### src/rtl/psl_mmio_pkg.sv
`default_nettype none
// +----------------------------------------------------------------------------+
// | psl_mmio_pkg                                                               |
// | Shared MMIO dword map constants and access sequencer states.               |
// | Rev 1.0                                                                    |
// +----------------------------------------------------------------------------+
package psl_mmio_pkg;

  localparam logic [22:0] c_dw_id     = 23'h000000;
  localparam logic [22:0] c_dw_err    = 23'h000001;
  localparam logic [22:0] c_cfg_desc0 = 23'h000000;
  localparam logic [22:0] c_cfg_desc6 = 23'h000006;

  // Register groups of 16 dwords each: dword index bits [22:4]
  localparam logic [18:0] c_grp_ctrl  = 19'h00001;
  localparam logic [18:0] c_grp_stat  = 19'h00002;
  localparam logic [18:0] c_grp_lock  = 19'h00003;

  typedef enum logic [2:0] {
    ST_IDLE = 3'd0,
    ST_CAPT = 3'd1,
    ST_EXEC = 3'd2,
    ST_DATA = 3'd3,
    ST_ACK  = 3'd4
  } mmio_state_t;

endpackage
`default_nettype wire

### src/rtl/psl_mmio_regfile_parity.sv
`default_nettype none
// +----------------------------------------------------------------------------+
// | psl_mmio_regfile_parity                                                    |
// | Parity generator with selectable sense (odd or even).                      |
// | Rev 1.0                                                                    |
// +----------------------------------------------------------------------------+
module psl_mmio_regfile_parity #(
  parameter int BITS = 64
) (
  input  logic [BITS-1:0] i_data,
  input  logic            i_odd,
  output logic            o_par
);

  // Odd sense: the parity bit makes the total count of ones odd
  assign o_par = (^i_data) ^ i_odd;

endmodule
`default_nettype wire

### src/rtl/psl_mmio_regfile.sv
`default_nettype none
// +----------------------------------------------------------------------------+
// | psl_mmio_regfile                                                           |
// | PSL MMIO/config slave: AFU descriptor, control/status/lock/error regs.     |
// | Rev 1.0                                                                    |
// +----------------------------------------------------------------------------+
module psl_mmio_regfile
  import psl_mmio_pkg::*;
#(
  parameter int          NUM_CTRL  = 4,
  parameter int          NUM_STAT  = 4,
  parameter int          NUM_LOCK  = 2,
  parameter logic [7:0]  VERSION   = 8'h12,
  parameter bit          CHECK_PAR = 1'b1,
  parameter logic [63:0] AFU_DESC0 = 64'h0000_0001_0000_8010,
  parameter logic [63:0] AFU_DESC6 = 64'h0100_0000_0000_0000
) (
  input  logic                     ha_pclock,
  input  logic                     reset_n,
  input  logic                     ha_mmval,
  input  logic                     ha_mmcfg,
  input  logic                     ha_mmrnw,
  input  logic                     ha_mmdw,
  input  logic [0:23]              ha_mmad,
  input  logic                     ha_mmadpar,
  input  logic [0:63]              ha_mmdata,
  input  logic                     ha_mmdatapar,
  input  logic                     odd_parity,
  output logic                     ah_mmack,
  output logic [0:63]              ah_mmdata,
  output logic                     ah_mmdatapar,
  output logic [0:1]               parity_error,
  output logic [0:64*NUM_CTRL-1]   ctrl_q,
  output logic [0:NUM_CTRL-1]      ctrl_wr,
  input  logic [0:64*NUM_STAT-1]   stat_d,
  output logic [0:NUM_LOCK-1]      lock_q
);

  mmio_state_t r_state;
  mmio_state_t w_next;
  logic        w_accept;
  logic        w_overlap;
  logic        w_exec;

  logic        r_cfg;
  logic        r_rnw;
  logic        r_dw;
  logic [0:23] r_ad;
  logic [0:63] r_wdata;
  logic        r_ad_bad;
  logic        r_dat_bad;

  logic [0:63]         r_ctrl [NUM_CTRL];
  logic [0:NUM_CTRL-1] r_ctrl_wr;
  logic [0:NUM_LOCK-1] r_lock;
  logic [2:0]          r_err;
  logic [2:0]          w_err_nxt;
  logic [0:63]         r_rdata;
  logic                r_ack;
  logic [0:63]         r_mmdata;
  logic                r_mmdatapar;

  logic        w_ad_par;
  logic        w_dat_par;
  logic        w_rd_par;
  logic        w_ad_bad;
  logic        w_dat_bad;

  logic [22:0] w_dw;
  logic [18:0] w_grp;
  logic [3:0]  w_idx;
  logic        w_wr_ok;
  logic [0:63] w_wval;
  logic [0:63] w_wmask;
  logic [0:63] w_id;
  logic [0:63] w_rd_full;
  logic [0:63] w_rd_sel;

  psl_mmio_regfile_parity #(.BITS(24)) u_ad_par (
    .i_data (ha_mmad),
    .i_odd  (odd_parity),
    .o_par  (w_ad_par)
  );

  psl_mmio_regfile_parity #(.BITS(64)) u_dat_par (
    .i_data (ha_mmdata),
    .i_odd  (odd_parity),
    .o_par  (w_dat_par)
  );

  psl_mmio_regfile_parity #(.BITS(64)) u_rd_par (
    .i_data (r_rdata),
    .i_odd  (odd_parity),
    .o_par  (w_rd_par)
  );

  assign w_ad_bad  = CHECK_PAR && (w_ad_par != ha_mmadpar);
  assign w_dat_bad = CHECK_PAR && (w_dat_par != ha_mmdatapar);

  always_ff @(posedge ha_pclock) begin
    if (!reset_n) begin
      r_state <= ST_IDLE;
    end else begin
      r_state <= w_next;
    end
  end

  always_comb begin
    w_next    = r_state;
    w_accept  = 1'b0;
    w_overlap = 1'b0;
    w_exec    = 1'b0;
    case (r_state)
      ST_IDLE: begin
        w_accept = ha_mmval;
        if (ha_mmval) begin
          w_next = ST_CAPT;
        end
      end
      ST_CAPT: begin
        w_overlap = ha_mmval;
        w_next    = ST_EXEC;
      end
      ST_EXEC: begin
        w_overlap = ha_mmval;
        w_exec    = 1'b1;
        w_next    = ST_DATA;
      end
      ST_DATA: begin
        w_overlap = ha_mmval;
        w_next    = ST_ACK;
      end
      ST_ACK: begin
        w_overlap = ha_mmval;
        w_next    = ST_IDLE;
      end
      default: w_next = ST_IDLE;
    endcase
  end

  always_ff @(posedge ha_pclock) begin
    if (!reset_n) begin
      r_cfg     <= 1'b0;
      r_rnw     <= 1'b0;
      r_dw      <= 1'b0;
      r_ad      <= '0;
      r_wdata   <= '0;
      r_ad_bad  <= 1'b0;
      r_dat_bad <= 1'b0;
    end else if (w_accept) begin
      r_cfg     <= ha_mmcfg;
      r_rnw     <= ha_mmrnw;
      r_dw      <= ha_mmdw;
      r_ad      <= ha_mmad;
      r_wdata   <= ha_mmdata;
      r_ad_bad  <= w_ad_bad;
      r_dat_bad <= !ha_mmrnw && w_dat_bad;
    end
  end

  assign w_dw    = r_ad[0:22];
  assign w_grp   = w_dw[22:4];
  assign w_idx   = w_dw[3:0];
  assign w_wr_ok = !r_rnw && !r_cfg && !r_ad_bad && !r_dat_bad;
  assign w_id    = {VERSION, 4'(NUM_CTRL - 1), 4'(NUM_STAT - 1), 4'(NUM_LOCK - 1), 44'd0};

  // 32-bit writes carry their payload in ha_mmdata[32:63] for either half
  assign w_wval  = r_dw ? r_wdata : {r_wdata[32:63], r_wdata[32:63]};
  assign w_wmask = r_dw    ? {64{1'b1}} :
                   r_ad[23] ? {{32{1'b1}}, 32'd0} : {32'd0, {32{1'b1}}};

  always_comb begin
    w_rd_full = '0;
    if (r_cfg) begin
      if (w_dw == c_cfg_desc0) begin
        w_rd_full = AFU_DESC0;
      end else if (w_dw == c_cfg_desc6) begin
        w_rd_full = AFU_DESC6;
      end
    end else if (w_dw == c_dw_id) begin
      w_rd_full = w_id;
    end else if (w_dw == c_dw_err) begin
      w_rd_full = {61'd0, r_err};
    end else begin
      for (int i = 0; i < NUM_CTRL; i++) begin
        if (w_grp == c_grp_ctrl && w_idx == 4'(i)) begin
          w_rd_full = r_ctrl[i];
        end
      end
      for (int i = 0; i < NUM_STAT; i++) begin
        if (w_grp == c_grp_stat && w_idx == 4'(i)) begin
          w_rd_full = stat_d[64*i +: 64];
        end
      end
      for (int i = 0; i < NUM_LOCK; i++) begin
        if (w_grp == c_grp_lock && w_idx == 4'(i)) begin
          w_rd_full = {63'd0, r_lock[i]};
        end
      end
    end
  end

  assign w_rd_sel = r_dw     ? w_rd_full :
                    r_ad[23] ? {w_rd_full[0:31], w_rd_full[0:31]} :
                               {w_rd_full[32:63], w_rd_full[32:63]};

  // Overlap is recorded even mid-clear so a colliding request is never lost
  always_comb begin
    w_err_nxt = r_err;
    if (w_exec && w_wr_ok && w_dw == c_dw_err) begin
      w_err_nxt = r_err & ~(w_wval[61:63] & w_wmask[61:63]);
    end
    if (w_exec && r_ad_bad) begin
      w_err_nxt[0] = 1'b1;
    end
    if (w_exec && r_dat_bad) begin
      w_err_nxt[1] = 1'b1;
    end
    if (w_overlap) begin
      w_err_nxt[2] = 1'b1;
    end
  end

  always_ff @(posedge ha_pclock) begin
    if (!reset_n) begin
      for (int i = 0; i < NUM_CTRL; i++) begin
        r_ctrl[i] <= '0;
      end
      r_ctrl_wr <= '0;
      r_lock    <= '0;
      r_err     <= '0;
      r_rdata   <= '0;
    end else begin
      r_ctrl_wr <= '0;
      r_err     <= w_err_nxt;
      if (w_exec) begin
        if (r_rnw) begin
          r_rdata <= w_rd_sel;
        end
        for (int i = 0; i < NUM_CTRL; i++) begin
          if (w_wr_ok && w_grp == c_grp_ctrl && w_idx == 4'(i)) begin
            r_ctrl[i]    <= (r_ctrl[i] & ~w_wmask) | (w_wval & w_wmask);
            r_ctrl_wr[i] <= 1'b1;
          end
        end
        for (int i = 0; i < NUM_LOCK; i++) begin
          if (!r_cfg && w_grp == c_grp_lock && w_idx == 4'(i)) begin
            if (r_rnw) begin
              r_lock[i] <= 1'b1;
            end else if (w_wr_ok) begin
              r_lock[i] <= 1'b0;
            end
          end
        end
      end
    end
  end

  always_ff @(posedge ha_pclock) begin
    if (!reset_n) begin
      r_ack       <= 1'b0;
      r_mmdata    <= '0;
      r_mmdatapar <= 1'b0;
    end else begin
      r_ack <= (r_state == ST_DATA);
      if (r_state == ST_DATA && r_rnw) begin
        r_mmdata    <= r_rdata;
        r_mmdatapar <= w_rd_par;
      end
    end
  end

  generate
    for (genvar g = 0; g < NUM_CTRL; g++) begin : g_ctrl_q
      assign ctrl_q[64*g +: 64] = r_ctrl[g];
    end
  endgenerate

  assign ah_mmack     = r_ack;
  assign ah_mmdata    = r_mmdata;
  assign ah_mmdatapar = r_mmdatapar;
  assign parity_error = {r_err[0], r_err[1]};
  assign ctrl_wr      = r_ctrl_wr;
  assign lock_q       = r_lock;

endmodule
`default_nettype wire

### config.mk
export PLATFORM = sky130hd
export DESIGN_NAME = psl_mmio_regfile
export DESIGN_NICKNAME = d
export VERILOG_FILES = /design/src/rtl/psl_mmio_pkg.sv /design/src/rtl/psl_mmio_regfile_parity.sv /design/src/rtl/psl_mmio_regfile.sv
export SDC_FILE = /design/constraint.sdc
export NUM_CORES = 1
export LEC_CHECK = 0
export ABC_AREA = 1
export CORE_AREA = 2 2 266 268
export CTS_CLUSTER_SIZE = 16
export DETAILED_ROUTE_END_ITERATION = 8
export DIE_AREA = 0 0 268 270
export GPL_TIMING_DRIVEN = 0
export PLACE_DENSITY = 0.62
export SYNTH_ARGS = -nofsm -noshare
export SYNTH_HDL_FRONTEND = slang
export SYNTH_SLANG_ARGS = --single-unit
### constraint.sdc
create_clock -name ha_pclock -period 12 [get_ports ha_pclock]
set_clock_uncertainty 0.15 [all_clocks]
set_input_delay 3.6 -clock ha_pclock [delete_from_list [all_inputs] [get_ports ha_pclock]]
set_output_delay 3.6 -clock ha_pclock [all_outputs]
set_load 0.02 [all_outputs]
==> key figures, run 1 <==
Outcome
  – Status: finished, final reports clean

Placed design
  – Placer's final routability congestion estimate: 0.998
  – I/O Buffers: 681
  – Dpl hpwl: 122,000 µm
  – Placed Area: 34,300 µm²

CTS
  – Setup bufs post-CTS: 0
  – Post_cts resized: 0
  – Clock-pin slew of the registers on the worst-case setup and hold paths: 60 ps
  – # clock sinks: 491
  – CTS buffer count: 55
  – TritonCTS clock tree: done
  – Worst-skew pair later-pin latency: 660 ps
  – CTS root buffer: clkbuf_16
  – Max H-tree Level: 2
  – Deepest clock path buffer count: 3
  – Hold buffer count at CTS: 0

Die
  – Vert. Die Dim: 270 µm
  – Row cnt: 97
  – Die area: 72,400 µm²
  – Core Area: 69,500 µm²
  – Starting density of the core: 37.5%
  – Die W: 268 µm
  – I/O pin count: 683

Min path
  – Worst Hold Class: flip-flop to flip-flop

STA
  – Slew @ Worst Pin: 1460 ps
  – Final hold viol count: 0
  – Unrepaired setup endpoints after global routing: no
  – Final setup fails: 0
  – Period utilization: 54.7%
  – Minimum clock period: 6570 ps
  – Max Clk Rate: 152 MHz
  – Max-slew headroom: 2.53%
  – Final setup TNS: 0 ps
  – Fin. max-slew vios: 0

Setup path
  – Crit path from: reset_n
  – End of the critical path: r_ctrl[3][5]
  – CP max FO: 24
  – CP endpoint kind: flip-flop
  – CP required: 12,250 ps
  – Worst-case reg-to-reg path depth: 15
  – Crit start category: input pin
  – Worst R2R End: r_rdata[8]
  – Setup Crit Path Kind: input pin to flip-flop
  – FF-to-FF setup slack: 7110 ps
  – Worst EP arrival: 6820 ps
  – RR Startpoint: r_ad[0]

Finish
  – Area delta synth->final: 38.7%
  – Post-route cell area: 36,100 µm²
  – Seq. cell area: 12,400 µm²
  – Area of the multi-input gates: 12,000 µm²
  – Share of cells above drive strength 1: 6.13%
  – Fill count: 6,862
  – Fin nets: 4,439

Synthesis
  – Synth Area per Inst: 7.80 µm²
  – Top cells by area, synth: edfxtp_1, dfxtp_1, nand2_1
  – Top cell type's share of synthesized area: 29.5%
  – Mapped Area: 26,100 µm²
  – Async S/R FF share, synth: 0%
  – Syn. warnings: 0
  – Number of synthesized register bits: 491
  – Synthesized net count: 3,691
  – Top cells by count, synth: nand2_1, nor2_1, a21oi_1
  – Synth Instances: 3,338
  – Register area share after synthesis: 47.6%
  – Top FF cell, synth: edfxtp_1
  – Unique masters post-synth: 44
  – Cell taking the most area after synthesis: edfxtp_1
  – Most numerous cell in the Yosys netlist: nand2_1
  – Post-synth EDFFs: 256

Routing
  – # DRC: 0
  – DR top layer: met5
  – Routed wl met2: 69,500 µm
  – Met1 WL: 56,300 µm
  – Length of routed met3 wiring: 18,600 µm
  – Vias per cell: 5.75
  – Via count: 29,176
  – Initial DRT Pass Iterations: 9
  – Initial DRC count: 3,686
  – Post-DRT Antenna Nets: 0
  – Drt total wl: 154,000 µm
  – Avg WL per Cell: 30.3 µm

Global routing
  – Pin count of the biggest net entering global routing: 44
  – Total gr overflow: 0
  – Vias in the first global route: 27,248
  – Global-route wire length before repair: 208,000 µm
  – Initial antenna violation count: 20
  – GRT Total Usage: 41.0%

Power
  – Leak: 0.0137 µW
  – Max VDD drop: 0.126 mV
  – Power Density: 124 nW/µm²

Run
  – MaxCap Viol Count: 0
## metrics by stage
stage	total power [µW]	hold slack, ps	utilization [%]	instances	worst slack (ps)
after detailed placement	2740	288	49.3	4969	4890
final	4490	295	52.0	5077	5430
after global placement	2740	283	49.0	4959	492
after global routing	4580	315	51.9	5072	5450
after floorplan	2310	274	-	3338	4520
after CTS	4460	296	51.9	5070	5550
## worst max-delay path, stage by stage
cell,delay [ps]
clkbuf_1,820
clkbuf_1,640
clkbuf_1,710
o21ai_4,470
buf_12,320
buf_12,200
## how the worst min path moves through the flow
stage | from | endpoint | slack [ps] | cells after the start
after floorplan | r_ad[11] | r_ad[11] | 270 | 2
after global placement | r_ad[1] | r_ad[1] | 280 | 2
after detailed placement | r_ad[11] | r_ad[11] | 290 | 2
after CTS | r_ad[11] | r_ad[11] | 300 | 2
after global routing | r_ad[11] | r_ad[11] | 320 | 2
final | r_ad[11] | r_ad[11] | 290 | 2
## routing by layer
layer / GRT usage (%) / vias up
met2: 65.6 / 2027
met3: 12.7 / 419
met5: 0 / -
li1: - / 12770
met4: 21.1 / 18
met1: 49.4 / 13942
## layout by cell type (no fill, tap or decap), drive strengths merged
cell	Yosys	final
dfxtp	235	235
nand2	672	672
xor2	32	32
mux2i	6	6
xnor2	116	116
nand3	144	144
clkdlybuf4s50	0	681
o22ai	32	32
nor2	504	504
nor3	12	12
nor4	2	2
a21oi	429	429
o211ai	29	29
or2	30	30
o21a	3	3
buf	89	99
clkinv	2	19
a31oi	5	5
o21ai	289	289
o2111ai	3	3
diode	0	7
nand4	78	78
a211oi	3	3
a22oi	13	13
edfxtp	256	256
inv	170	173
bufinv	0	3
a21boi	30	30
nand3b	3	3
o21bai	11	11
clkinvlp	0	1
clkbuf	140	217
## kinds of logic after synthesis
logic type / count (synthesis) / synth area share, %
simple gates: 1445 / 23.3
compound gates: 847 / 17.3
flops: 491 / 47.6
buf+inv: 401 / 6.58
xor+xnor: 148 / 4.98
mux: 6 / 0.231
## layout make-up
type	count	share of cell area [%]
Inverter	172	1.79
Clock buffer	77	4.38
Tap cell	940	3.25
Clock inverter	24	0.686
Buffer	229	2.96
Multi-Input combinational cell	2446	33.2
Antenna cell	7	0.0485
Timing Repair Buffer	691	19.4
Sequential cell	491	34.3
## power by group
| group | switching, µW | internal (µW) |
|---|---|---|
| Clock | 762 | 988 |
| Combinational | 521 | 311 |
| Sequential | 67.9 | 1840 |
## registers in the layout, indices dropped and copies added (netlist names), 2 cells and up
register and count:
lock_q 2, r_ctrl 256, r_err 3, ctrl_wr 4, ah_mmdata 64, r_rdata 64, r_ad 24, r_state 3
r_wdata 64
(Power assumes the default switching activity.)
==> run 2, diff against run 1 <==
--- a/config.mk
+++ b/config.mk
@@ -11,7 +11,7 @@
 export DETAILED_ROUTE_END_ITERATION = 8
 export DIE_AREA = 0 0 268 270
 export GPL_TIMING_DRIVEN = 0
-export PLACE_DENSITY = 0.62
+export PLACE_DENSITY = 0.65
 export SYNTH_ARGS = -nofsm -noshare
 export SYNTH_HDL_FRONTEND = slang
 export SYNTH_SLANG_ARGS = --single-unit
==> constraint.sdc (replaced) <==
create_clock -name ha_pclock -period 6.01 [get_ports ha_pclock]
set_clock_uncertainty 0.15 [all_clocks]
set_input_delay 1.803 -clock ha_pclock [delete_from_list [all_inputs] [get_ports ha_pclock]]
set_output_delay 1.803 -clock ha_pclock [all_outputs]
set_load 0.02 [all_outputs]
==> run 2 against run 1 <==
Against the previous run:
- core utilization grew 0.12 points
- final area is 0.24% higher
- non-clock buffer count unchanged
- sequential share of layout area shrank 0.080 points
- setup slack worse by 4300 ps
- cell count hardly changed
- sequential power up 100%
- critical path type is now flip-flop to flip-flop
- critical endpoint is now r_rdata[8]
- largest power group unchanged
==> key figures, run 2 (synthesis gave the netlist of run 1 again) <==
Routing
  – # DRC: 0 (unchanged)
  – Drt total wl: 152,000 µm (-1.2%)
  – Via count: 29,295 (+0.41%)
  – Vias per cell: 5.77 (+0.39%)
  – Avg WL per Cell: 29.9 µm (-1.2%)
  – Initial DRT Pass Iterations: 8 (-1)
  – Post-DRT Antenna Nets: 0 (unchanged)
  – Initial DRC count: 3,937 (+6.8%)

CTS
  – Setup bufs post-CTS: 0 (unchanged)
  – Hold buffer count at CTS: 0 (unchanged)
  – Deepest clock path buffer count: 3 (unchanged)
  – # clock sinks: 491 (unchanged)
  – CTS buffer count: 55 (unchanged)
  – Post_cts resized: 0 (unchanged)
  – Worst-skew pair later-pin latency: 640 ps (-20 ps)
  – CTS root buffer: clkbuf_16
  – Clock-pin slew of the registers on the worst-case setup and hold paths: 60 ps (about the same)
  – Max H-tree Level: 2 (unchanged)
  – TritonCTS clock tree: done

Global routing
  – Vias in the first global route: 26,813 (-1.6%)
  – Total gr overflow: 0 (unchanged)
  – GRT Total Usage: 40.3% (-0.65 points)
  – Pin count of the biggest net entering global routing: 43 (-2.3%)
  – Initial antenna violation count: 17 (-15%)
  – Global-route wire length before repair: 205,000 µm (-1.6%)

Die
  – Die W: 268 µm (unchanged)
  – Row cnt: 97 (unchanged)
  – Die area: 72,400 µm² (unchanged)
  – Vert. Die Dim: 270 µm (unchanged)
  – I/O pin count: 683 (unchanged)
  – Starting density of the core: 37.5% (unchanged)
  – Core Area: 69,500 µm² (unchanged)

Power
  – Sequential share of power: 41.9% (-0.5 points)
  – Max VDD drop: 0.243 mV (+92%)
  – Clock Power Share: 39.8% (+0.8 points)
  – Overall power: 9070 µW (+100%)
  – Power Density: 250 nW/µm² (+100%)
  – Switch Pwr: 2700 µW (+100%)
  – Cell-internal power: 6370 µW (+100%)
  – Sw Ratio: 29.7% (-0.39 points)
  – Leak: 0.0137 µW (+0.27%)
  – Gate power share: 18.3% (-0.3 points)

Finish
  – Share of cells above drive strength 1: 6.17% (+0.045 points)
  – Post-Layout Cell Count: 5,078 (+0.020%)
  – Final Util: 52.1% (+0.12 points)
  – Top reg by flops: r_ctrl
  – Area delta synth->final: 39.1%
  – Max FFs per register: 256 (unchanged)
  – Most common cell after layout, fill and taps aside: clkdlybuf4s50_1
  – Fin nets: 4,439 (unchanged)
  – Highest-count cells in the layout ignoring fill and taps: clkdlybuf4s50_1, nand2_1, nor2_1

Setup path
  – Critical path cell sequence: nor2_1 -> nand2_1 -> nor2_2 -> nand2_2 -> nor2_4 -> nand2_2 -> buf_2 -> buf_1 -> nand3_1 -> a22oi_1 -> nand4_1 -> nand4_1 -> o21ai_1 -> nor2_1 -> nor2_1
  – Most numerous cell on the critical path: nor2_1
  – FF-to-FF setup slack: 1120 ps (-5990 ps)
  – CP endpoint kind: flip-flop
  – Worst EP arrival: 5240 ps (-1580 ps)
  – Slowest-stage cell, CP: a22oi_1
  – Max incr delay on CP: 1110 ps (+290 ps)
  – Setup Crit Path Kind: flip-flop to flip-flop
  – Worst-case reg-to-reg path depth: 15 (unchanged)
  – CP required: 6360 ps (-5890 ps)
  – CP max FO: 10 (-58%)
  – Crit start category: flip-flop

STA
  – Final setup fails: 0 (unchanged)
  – Max Clk Rate: 205 MHz
  – Slew @ Worst Pin: 1460 ps (+1.89 ps)
  – Period utilization: 81.3%
  – Max-slew headroom: 2.40% (-0.13 points)
  – Final setup TNS: 0 ps (unchanged)
  – Minimum clock period: 4890 ps
  – Final hold viol count: 0 (unchanged)
  – Unrepaired setup endpoints after global routing: no
  – Fin. max-slew vios: 0 (unchanged)

Placed design
  – Dpl cells: 4,969 (unchanged)
  – Placer's final routability congestion estimate: 1.01 (+1.6%)
  – Dpl hpwl: 120,000 µm (-1.2%)
  – I/O Buffers: 681 (unchanged)

Min path
  – Hold Crit Depth: 2 (unchanged)
  – Worst Hold Class: flip-flop to flip-flop

Run
  – MaxCap Viol Count: 0 (unchanged)

Outcome
  – Status: finished, final reports clean
run 2: cell types whose count changed in the layout (fill, tap and decap cells not counted), sizes merged:
cell / change
clkbuf: -3
diode: -1
clkinv: +1
bufinv: +4
run 2: worst paths after layout:
check | start | end
min reg2reg | r_ad[5] | r_ad[5]
max reg2reg | r_ad[0] | r_rdata[8]
max | r_ad[0] | r_rdata[8]
min | r_ad[5] | r_ad[5]
run 2: area by class of cell:
| type | instances | area, µm² |
|---|---|---|
| fillers | 6752 | 33300 |
| flip-flops and latches | 491 | 12400 |
| multi-input cells | 2446 | 12000 |
| repair buffers | 691 | 7050 |
| clock buffers | 74 | 1520 |
| well taps | 940 | 1180 |
| plain buffers | 229 | 1070 |
| inverters | 172 | 646 |
| clock inverters | 29 | 368 |
| diodes | 6 | 15.0 |
run 2: metrics by stage:
stage	setup WS, ps	hold slack (ps)	cell area [µm²]
final	1120	299	36200
after global routing	1090	313	36200
after CTS	1210	299	36200
after detailed placement	560	288	34300
after global placement	-1930	283	34000
after floorplan	1030	274	26100
run 2: critical path: cells and delay by family (launching register included):
kind                   cells  cell delay, ps
AO/OA/AOI/OAI              2            1220
buffers and inverters      2            1070
flip-flops                 1             370
AND/OR/NAND/NOR           11            1940
run 2: power groups by stage:
stage               clock (µW)  sequential [µW]  combinational [µW]
CTS                       3590             3790                1630
global placement             0             3870                1580
floorplan                    0             3900                 713
finish                    3610             3800                1660
global route              3720             3800                1740
detailed placement           0             3860                1620
run 2: per-layer routing:
layer | global-route usage, % | vias up | wire length, µm
met5 | 0 | - | 76
met4 | 22.6 | 10 | 10300
met3 | 11.6 | 449 | 18900
met1 | 49.5 | 13867 | 55400
li1 | - | 12786 | -
met2 | 63.3 | 2183 | 67400
